--- src/rtl/serial_subtractor.sv ---
// Digit-serial subtractor: diff = a - b - bin over WIDTH bits, DIGIT bits per clock,
// least-significant digit first, with the borrow carried between digits in a register.
module serial_subtractor #(
  parameter int WIDTH = 8,
  parameter int DIGIT = 2
) (
  input  logic             clk,
  input  logic             rst,
  input  logic             start,
  input  logic [WIDTH-1:0] a,
  input  logic [WIDTH-1:0] b,
  input  logic             bin,
  output logic             busy,
  output logic             done,
  output logic [WIDTH-1:0] diff,
  output logic             bout,
  output logic             zero
);

  localparam int N  = WIDTH / DIGIT;
  localparam int CW = (N > 1) ? $clog2(N) : 1;

  if (WIDTH < 1 || DIGIT < 1 || (WIDTH % DIGIT) != 0) begin : g_bad_params
    $error("serial_subtractor: WIDTH must be a positive multiple of DIGIT");
  end

  typedef enum logic {IDLE, RUN} state_t;

  state_t            state, next;
  logic [WIDTH-1:0]  areg, breg, ashift;
  logic              borrow;
  logic [CW-1:0]     count;
  logic              accept, last;
  logic [DIGIT:0]    dsum;

  always_ff @(posedge clk or posedge rst) begin
    if (rst) state <= IDLE;
    else     state <= next;
  end

  always_comb begin
    next   = state;
    accept = 1'b0;
    last   = 1'b0;
    case (state)
      IDLE: if (start) begin
        accept = 1'b1;
        next   = RUN;
      end
      RUN: if (count == CW'(N - 1)) begin
        last = 1'b1;
        next = IDLE;
      end
      default: next = IDLE;
    endcase
  end

  // The top bit of the (DIGIT+1)-bit difference is the digit's borrow-out.
  always_comb begin
    dsum = {1'b0, areg[DIGIT-1:0]} - {1'b0, breg[DIGIT-1:0]} - {{DIGIT{1'b0}}, borrow};
  end

  // Result digits refill the vacated top of the minuend register, so after N
  // shifts it holds the complete difference.
  if (WIDTH > DIGIT) begin : g_shift
    assign ashift = {dsum[DIGIT-1:0], areg[WIDTH-1:DIGIT]};
  end else begin : g_single
    assign ashift = dsum[DIGIT-1:0];
  end

  always_ff @(posedge clk or posedge rst) begin
    if (rst) begin
      areg   <= '0;
      breg   <= '0;
      borrow <= 1'b0;
      count  <= '0;
      done   <= 1'b0;
      diff   <= '0;
      bout   <= 1'b0;
      zero   <= 1'b0;
    end else begin
      done <= last;
      if (accept) begin
        areg   <= a;
        breg   <= b;
        borrow <= bin;
        count  <= '0;
      end else if (state == RUN) begin
        areg   <= ashift;
        breg   <= breg >> DIGIT;
        borrow <= dsum[DIGIT];
        count  <= count + 1'b1;
        if (last) begin
          diff <= ashift;
          bout <= dsum[DIGIT];
          zero <= (ashift == '0);
        end
      end
    end
  end

  assign busy = (state == RUN);

endmodule

--- config.mk ---
export PLATFORM = sky130hd
export DESIGN_NAME = serial_subtractor
export DESIGN_NICKNAME = d
export VERILOG_FILES = /design/src/rtl/serial_subtractor.sv
export SDC_FILE = /design/constraint.sdc
export NUM_CORES = 1
export LEC_CHECK = 0
export ABC_AREA = 1
export BUFFER_PORTS_ARGS = -buffer_cell sky130_fd_sc_hd__buf_2
export CAP_MARGIN = 0
export CORE_AREA = 2 2 65 74
export CTS_CLUSTER_DIAMETER = 60
export DETAILED_ROUTE_END_ITERATION = 7
export DIE_AREA = 0 0 67 76
export HOLD_SLACK_MARGIN = 0.05
export SETUP_SLACK_MARGIN = 0.15
export SLEW_MARGIN = 30
export SYNTH_ARGS = -nofsm -noshare
export SYNTH_HDL_FRONTEND = slang
export SYNTH_SLANG_ARGS = --single-unit
--- constraint.sdc ---
create_clock -name clk -period 3 [get_ports clk]
set_input_delay 0 -clock clk [delete_from_list [all_inputs] [get_ports clk]]
set_output_delay 0 -clock clk [all_outputs]
set_load 0.005 [all_outputs]
# Word level (Yosys, flattened, before mapping)
# Index checks and enable logic that the tools add are counted.
# W data, S select, Z words.
# totals
in_bits	20
out_inout_bits	12
register_bits	31
# classes
eq_ne	1
n_addsub	3
bitwise	2
muxes	14
reduce_logical	3
# ops
cell	n
$mux W8	4
$logic_not A8 Y1	1
$mux W1	7
$mux W2	2
$reduce_and A3 Y1	1
$sub A2 B2 Y3	1
$sub A3 B1 Y3	1
$add A2 B1 Y2 const B	1
$eq A2 B2 Y1 const B	1
$not A1 Y1	2
$pmux W1 S2	1
$reduce_bool A2 Y1	1

# Longest topological paths before layout
# Gate-level depths: netlist (run 1).
# logic_depth
depth_word	4
mapped_depth	11
ltp_nobuf	11

# Worst setup path after synthesis (run 1)
# OpenSTA, ideal clock, no wires.
# synth_timing
path_kind	register to register
start	reg areg[0]
end	reg zero
setup_ns	0.065
period_less_slack_ns	2.239
stages_incl_launch_ff	11
path_buffers	0
arrival_time_ns	2.174
path_slack_ns	0.761
required_time_ns	2.935
path_cell_list	dfrtp_1 > fa_1 > inv_1 > ha_1 > or2_2 > fa_1 > inv_1 > nand2_1 > nor2_1 > nand2_1 > nand2_1
# synth_via
elab_chain_cells	3
# synth_rtl
element	line_no	source
from (decl)	30	logic [WIDTH-1:0] areg, breg, ashift;
from (signal assigned)	89	areg <= ashift;
$sub A2 B2 Y3	60	dsum = {1'b0, areg[DIGIT-1:0]} - {1'b0, breg[DIGIT-1:0]} - {{DIGIT{1'b0}}, borrow};
$sub A3 B1 Y3	60	
named net dsum[1]	34	logic [DIGIT:0] dsum;
$logic_not A8 Y1	96	zero <= (ashift == '0);
to (signal assigned)	96	
to (decl)	17	output logic zero
# The timed path passes the listed nets, and every way through them passes these cells.
# A chain may end at the register's enable or synchronous reset.

# Worst setup path in the final report (run 1)
# Ends and elaborated chain as after synthesis.

==> metrics.md, run 1 <==
| Metric | Value |
|---|---|
| Status | complete, no violations |
| R2r startpoint | areg[0] |
| Dpl hpwl | 2.13 mm |
| Hold Crit Start | start |
| Worst clock skew | around 0.0021 ns |
| TritonCTS clock tree | done |
| CTS Sinks | 31 |
| Leak | 0.964 nW |
| Period utilization | 78.8% |
| Die area | 5090 sq um |
| Share of cells above drive strength 1 | 28.8% |
| Clock-pin transition on the worst setup and hold timing paths | 0.06 ns |
| Core area | 4420 sq um |
| Top-area cell type share of the netlist area | a little over half |
| Worst path arrival time | 2.58 ns |
| IO Port Bufs | 31 |
| Number of global-route vias before repair | 1187 |
| DR vias/cell | 4.45 |
| Crit Path Class | register to register |
| DRC viols | 0 |
| Largest net degree at the start of global routing | 32 |
| Initial core utilization | approximately a third |
| First-pass GRT wire length | about 5.4 mm |
| Setup TNS | 0 ns |
| Max Freq | 423 MHz |
| Mapped Cells | 151 |
| Worst VDD drop | between 300 and 400 uV |
| EDFF count, synth | 0 |
| Bufs on Longest Clock Path | 2 |
| Required @ worst endpoint | 3.22 ns |
| Final setup margin | 0.636 ns |
| Initial antenna violation count | 0 |
| Synth Flop Type | dfrtp_1 |
| Crit. End Element | register |
| Grt total ovfl | 0 |
| GRT Total Usage | 14.0% |
| N_diodes | 0 |
| RSZ-0062 raised after global routing | false |
| Mean Syn Cell Area | between 9 and 10 sq um |
| Final Max Tran Viols | 0 |
| Most frequent cell after synthesis | nand2_1 |
| Async SR Flop Fraction | 100% |
| Pwr/cell area | 961 nW/um^2 |
| Final nets | 229 |
| Fin crit period | roughly 2.4 ns |
| Post-synth cell types | 19 |
| Post-DP Area | approximately 1700 sq um |
| Via count | 1161 |
| # setup viols final | 0 |
| Top-Level Pins | 32 |
| DRT Wirelength | 3.05 mm |
| Utilization after layout | 43.5% |
| First-pass iteration count of the detailed router | 4 |
| Slew @ Worst Pin | 0.702 ns |
| CP startpoint kind | register |
| Yosys top cell by area | dfrtp_1 |
| CP Max Fanout | 3 |
| Layout area overhead | 30.5% |
| Wirelength per Cell | 11.7 um |
| Ys Warns | 0 |
| Post-CTS setup buffer count | 0 |
| Die Width | 67 um |
| Yosys reg bits | 31 |
| Most frequent cells after synthesis | 56 x nand2_1, 31 x dfrtp_1, 15 x inv_1 |
| Num rows | 26 |
| Maxcap violations | 0 |
| Clk root buf | clkbuf_8 |
| Total count of hold-check failures in the final report | 0 |
| Synth area leaders | dfrtp_1 53%, nand2_1 14%, o211ai_2 5.9% |
| Syn nets | ~180 |
| CP startpoint | areg[0] |
| Skew-Pair Late Insertion Delay | 0.28 ns |
| PostCTS Resize Cnt | 0 |
| Sequential area share after synthesis | ~53% |
| Rel. slew slack | a little over half |
| Initial drt markers | 44 |
| Post-route cell area | a little under 2000 sq um |
| H-tree depth | 2 |
| Pre-CTS WS | ~0.65 ns |
| Routability Congestion | 0.725 |
| CTS Buf Count | 5 |
| Hold Path Class | input port to register |
| Routed Antenna Nets | 0 |
| Post-Syn Area | 1470 sq um |
| Die height | 76 um |
-- stage by stage --
| step | power [W] | hold slack, ns | std cells |
|---|---|---|---|
| after floorplan | 0.00135 | 0.104 | 151 |
| after global placement | 0.00151 | 0.104 | 235 |
| after detailed placement | 0.00155 | 0.100 | 235 |
| after CTS | 0.00188 | 0.0715 | 261 |
| after global routing | 0.00204 | 0.107 | 261 |
| final | 0.00185 | 0.0777 | 261 |
-- worst max-delay path: stages, from the launching register on --
cell and delay, ns:
dfrtp_1 0.40, fa_1 0.56, inv_1 0.05, ha_1 0.16
or2_2 0.28, fa_1 0.44, inv_1 0.13, nand2_1 0.07
nor2_1 0.11, nand2_1 0.06, nand2_1 0.06
-- flip-flops by register name, summed over array words and instances, names as in the netlist --
| signal | count |
|---|---|
| areg | 8 |
| borrow | 1 |
| bout | 1 |
| breg | 8 |
| busy | 1 |
| count | 2 |
| diff | 8 |
| done | 1 |
| zero | 1 |
-- per-layer routing --
layer	global-route usage, %	vias to the layer above	part of all wire [%]
met4	6.12	0	1.2
met5	0	-	0
met3	3.69	4	6.6
met2	20.7	35	46
li1	-	580	-
met1	19.1	542	46
-- cell families after synthesis --
family                     count (synthesis)  synth area share (%)
adders and majority gates                  5                  5.26
buffers and inverters                     21                  7.81
and+or+nand+nor                           74                  21.1
DFF                                       31                  52.6
AOI/OAI and AO/OA                         20                  13.2
-- power by group --
part / switching (W) / internal, W
combinational: 0.000446 / 0.000354
clock: 0.000147 / 0.000162
sequential: 0.000139 / 0.000599
total: 0.000733 / 0.00112
-- cells in the final DEF (no fill, tap or decap) --
master	netlist	final
nand2_1	56	56
dfrtp_1	31	31
buf_2	0	31
dlygate4sd3_1	0	18
inv_1	15	15
nor2_1	8	8
o211ai_2	7	7
o21ai_2	7	7
nand3_1	5	5
clkbuf_8	0	5
o211ai_1	3	3
ha_1	3	3
nor2_4	2	2
a22o_1	2	2
clkinv_2	1	2
fa_1	2	2
clkbuf_1	0	2
inv_6	1	1
nand2_4	1	1
nand2_2	1	1
or2_2	1	1
o21ai_0	1	1
buf_4	0	1
-- timing repair --
action                     CTS  global route
setup endpoints to repair    0             0
hold endpoints to repair    48             0
hold buffers                18             0
-- path summary, 6_finish.rpt --
kind / end / slack [ns] / depth (start not counted)
worst max-delay path: zero / 0.64 / 10
worst min-delay path: busy / 0.08 / 3
worst max register to register: zero / 0.64 / 10
worst min register to register: diff[0] / 0.48 / 2
max in group asynchronous: breg[0] / 2.38 / 4
min in group asynchronous: diff[5] / 0.33 / 4
-- layout make-up --
type                            instances  area [sq um]
Fill cell                             464          2500
Sequential cell                        31           776
Multi-Input combinational cell         99           583
Timing Repair Buffer                   50           343
Clock buffer                            7          76.3
Inverter                               17          70.1
Tap cell                               56          70.1
Clock inverter                          1          5.00
(Power assumes the default switching activity.)
==> run 2: changes to the inputs <==
==> constraint.sdc (replaced) <==
create_clock -name clk -period 2.05 [get_ports clk]
set_input_delay 0 -clock clk [delete_from_list [all_inputs] [get_ports clk]]
set_output_delay 0 -clock clk [all_outputs]
set_load 0.005 [all_outputs]
==> run 2 against run 1 <==
Against the previous run: the flow now finishes with violations (negative setup slack); global-route usage rose by 0.40 points; non-clock buffer count rose by 4; fmax rose by 7.2%; flip-flop and latch count did not move; via count rose by 0.17%; largest power group unchanged; register-to-register slack got worse by 0.79 ns; cell area rose by 2.8%; combinational power rose by 64%; utilization rose by 1.2 points; sequential power rose by 46%.
==> metrics.md, run 2 (synthesis results as in run 1) <==
| Metric | Value |
|---|---|
| Final Max Tran Viols | 0 (unchanged) |
| Slew @ Worst Pin | 0.679 ns (-0.0237 ns) |
| Leak | 0.988 nW (+2.5%) |
| Total Power | 0.00291 W (+57%) |
| Skew-Pair Late Insertion Delay | 0.28 ns (about the same) |
| Bufs on Longest Clock Path | 2 (unchanged) |
| Grt total ovfl | 0 (unchanged) |
| First-pass GRT wire length | 5.44 mm (+1.7%) |
| Initial antenna violation count | 0 (unchanged) |
| # setup viols final | 3 (+3) |
| Die Width | 67 um (unchanged) |
| Maxcap violations | 0 (unchanged) |
| Reg power frac | 37.1% (-2.9 points) |
| Number of global-route vias before repair | 1213 (+2.2%) |
| CTS Sinks | 31 (unchanged) |
| Required @ worst endpoint | 2.26 ns (-0.96 ns) |
| GRT Total Usage | 14.4% (+0.40 points) |
| Initial drt markers | 68 (+55%) |
| RSZ-0062 raised after global routing | true |
| TritonCTS clock tree | done |
| Period utilization | 108% (+29 points) |
| Layout area overhead | 34.1% |
| First-pass iteration count of the detailed router | 4 (unchanged) |
| Status | complete, but fails checks |
| Wirelength per Cell | 11.7 um (about the same) |
| FF+latch area | 776 sq um (unchanged) |
| Worst path max stage delay | 0.55 ns (about the same) |
| Die height | 76 um (unchanged) |
| Final hold slack | 0.0686 ns (-0.00912 ns) |
| CTS Buf Count | 5 (unchanged) |
| Crit. End Element | register |
| Hold depth | 3 (unchanged) |
| H-tree depth | 2 (unchanged) |
| Largest net degree at the start of global routing | 32 (unchanged) |
| Fin crit period | 2.21 ns (-0.158 ns) |
| CP startpoint kind | register |
| Final nets | 233 (+1.7%) |
| Total count of hold-check failures in the final report | 0 (unchanged) |
| Via count | 1163 (+0.17%) |
| Worst-path cell chain | inv_2 -> fa_1 -> inv_1 -> ha_2 -> or2_4 -> fa_1 -> inv_2 -> buf_4 -> o21ai_2 |
| Pwr/cell area | 1470 nW/um^2 (+53%) |
| Finished Layout Cells | 265 (+1.5%) |
| Hold Path Class | input port to register |
| Crit Path Class | register to register |
| Num rows | 26 (unchanged) |
| Clk root buf | clkbuf_8 |
| Top-Level Pins | 32 (unchanged) |
| Sw Ratio | 37.7% (-2.0 points) |
| Rel. slew slack | 54.7% (+1.6 points) |
| DRC viols | 0 (unchanged) |
| Routed Antenna Nets | 0 (unchanged) |
| Area occupied by multi-input gates | 588 sq um (+0.86%) |
| Most common cell after layout, fill and taps aside | nand2_1 |
| NetSw | 0.00110 W (+50%) |
| Final setup margin | -0.156 ns (-0.792 ns) |
| Max Freq | 453 MHz (+7.2%) |
| N_diodes | 0 (unchanged) |
| Comb pwr share | 44.9% (+1.6 points) |
| FF-to-FF path depth | 9 (-1) |
| Worst clock skew | 0.00370 ns (+0.00160 ns) |
| Dpl hpwl | 2.06 mm (-3.2%) |
| Utilization after layout | 44.7% (+1.2 points) |
| Most frequent cells in the layout | 56 x nand2_1, 31 x dfrtp_1, 31 x buf_2 |
| Core area | 4420 sq um (unchanged) |
| FILL cells | 454 (-2.2%) |
| Clock-pin transition on the worst setup and hold timing paths | 0.06 ns (about the same) |
| DR vias/cell | 4.39 (-1.3%) |
| CP Max Fanout | 3 (unchanged) |
| Initial core utilization | 33.3% (unchanged) |
| Share of cells above drive strength 1 | 32.5% (+3.8 points) |
| DRT Wirelength | 3.10 mm (+1.6%) |
| Routability Congestion | 0.763 (+5.3%) |
| Placed Instances | 236 (+0.43%) |
| Biggest regs | areg x8, breg x8, diff x8 |
| Clock Power Share | 18.0% (+1.3 points) |
| Setup TNS | -0.339 ns (-0.339 ns) |
| Worst path arrival time | 2.42 ns (-0.16 ns) |
| Slowest-stage cell, CP | fa_1 |
| Worst VDD drop | 662 uV (+110%) |
| Failing checks | negative setup slack |
| Die area | 5090 sq um (unchanged) |
| Internal power | 0.00181 W (+63%) |
| IO Port Bufs | 31 (unchanged) |
==> run 2: changes by cell type in the layout (fill, tap and decap cells not counted), sizes merged <==
cell	change
clkbuf	+1
buf	+4
clkinv	-1
==> run 2: area by class of cell <==
cell class	instances	area share [%]
clock buffer	8	5.06
inverter	17	3.54
multi-input combinational	99	29.7
sequential	31	39.2
tap	56	3.54
timing repair buffer	54	18.9
==> run 2: final timing paths <==
check	start	endpoint	slack [ns]
setup / recovery	borrow	diff[7]	-0.16
hold / removal	start	busy	0.07
setup reg to reg	borrow	diff[7]	-0.16
hold reg to reg	bout	bout	0.48
max in group asynchronous	rst	diff[2]	1.43
min in group asynchronous	rst	bout	0.33
==> run 2: metrics by stage <==
step / cell area [sq um] / worst slack, ns
floorplan: 1480 / -0.140
global placement: 1670 / -0.171
detailed placement: 1670 / -0.210
CTS: 1970 / -0.144
global route: 1980 / -0.290
finish: 1980 / -0.156
==> run 2: power by group through the flow <==
stage	Sequential, W	Combinational, W	Clock (W)
after floorplan	0.00104	0.000970	0
after CTS	0.00108	0.00133	0.000537
after global placement	0.00108	0.00119	0
after detailed placement	0.00109	0.00122	0
final	0.00108	0.00131	0.000524
after global routing	0.00112	0.00153	0.000566
==> run 2: timing repair <==
action | in CTS | in global routing
resized for setup | 1 | 1
hold buffers | 18 | 0
buffers inserted | 2 | 1
hold endpoints to repair | 48 | 0
endpoints found under the setup margin | 5 | 5
pin swaps | 6 | 3
==> run 2: routing by layer <==
metal | part of all wire, % | global-route usage, %
met5 | 0 | 0
met4 | 2.0 | 6.12
met3 | 4.9 | 5.02
met2 | 48 | 24.2
met1 | 45 | 16.2
==> run 2: critical path, delay by kind of cell (launching register included) <==
family          cells  cell delay, ns
flops               1            0.36
fa+ha+maj           3            1.19
buf+inv             4            0.26
simple gates        1            0.22
compound gates      1            0.11
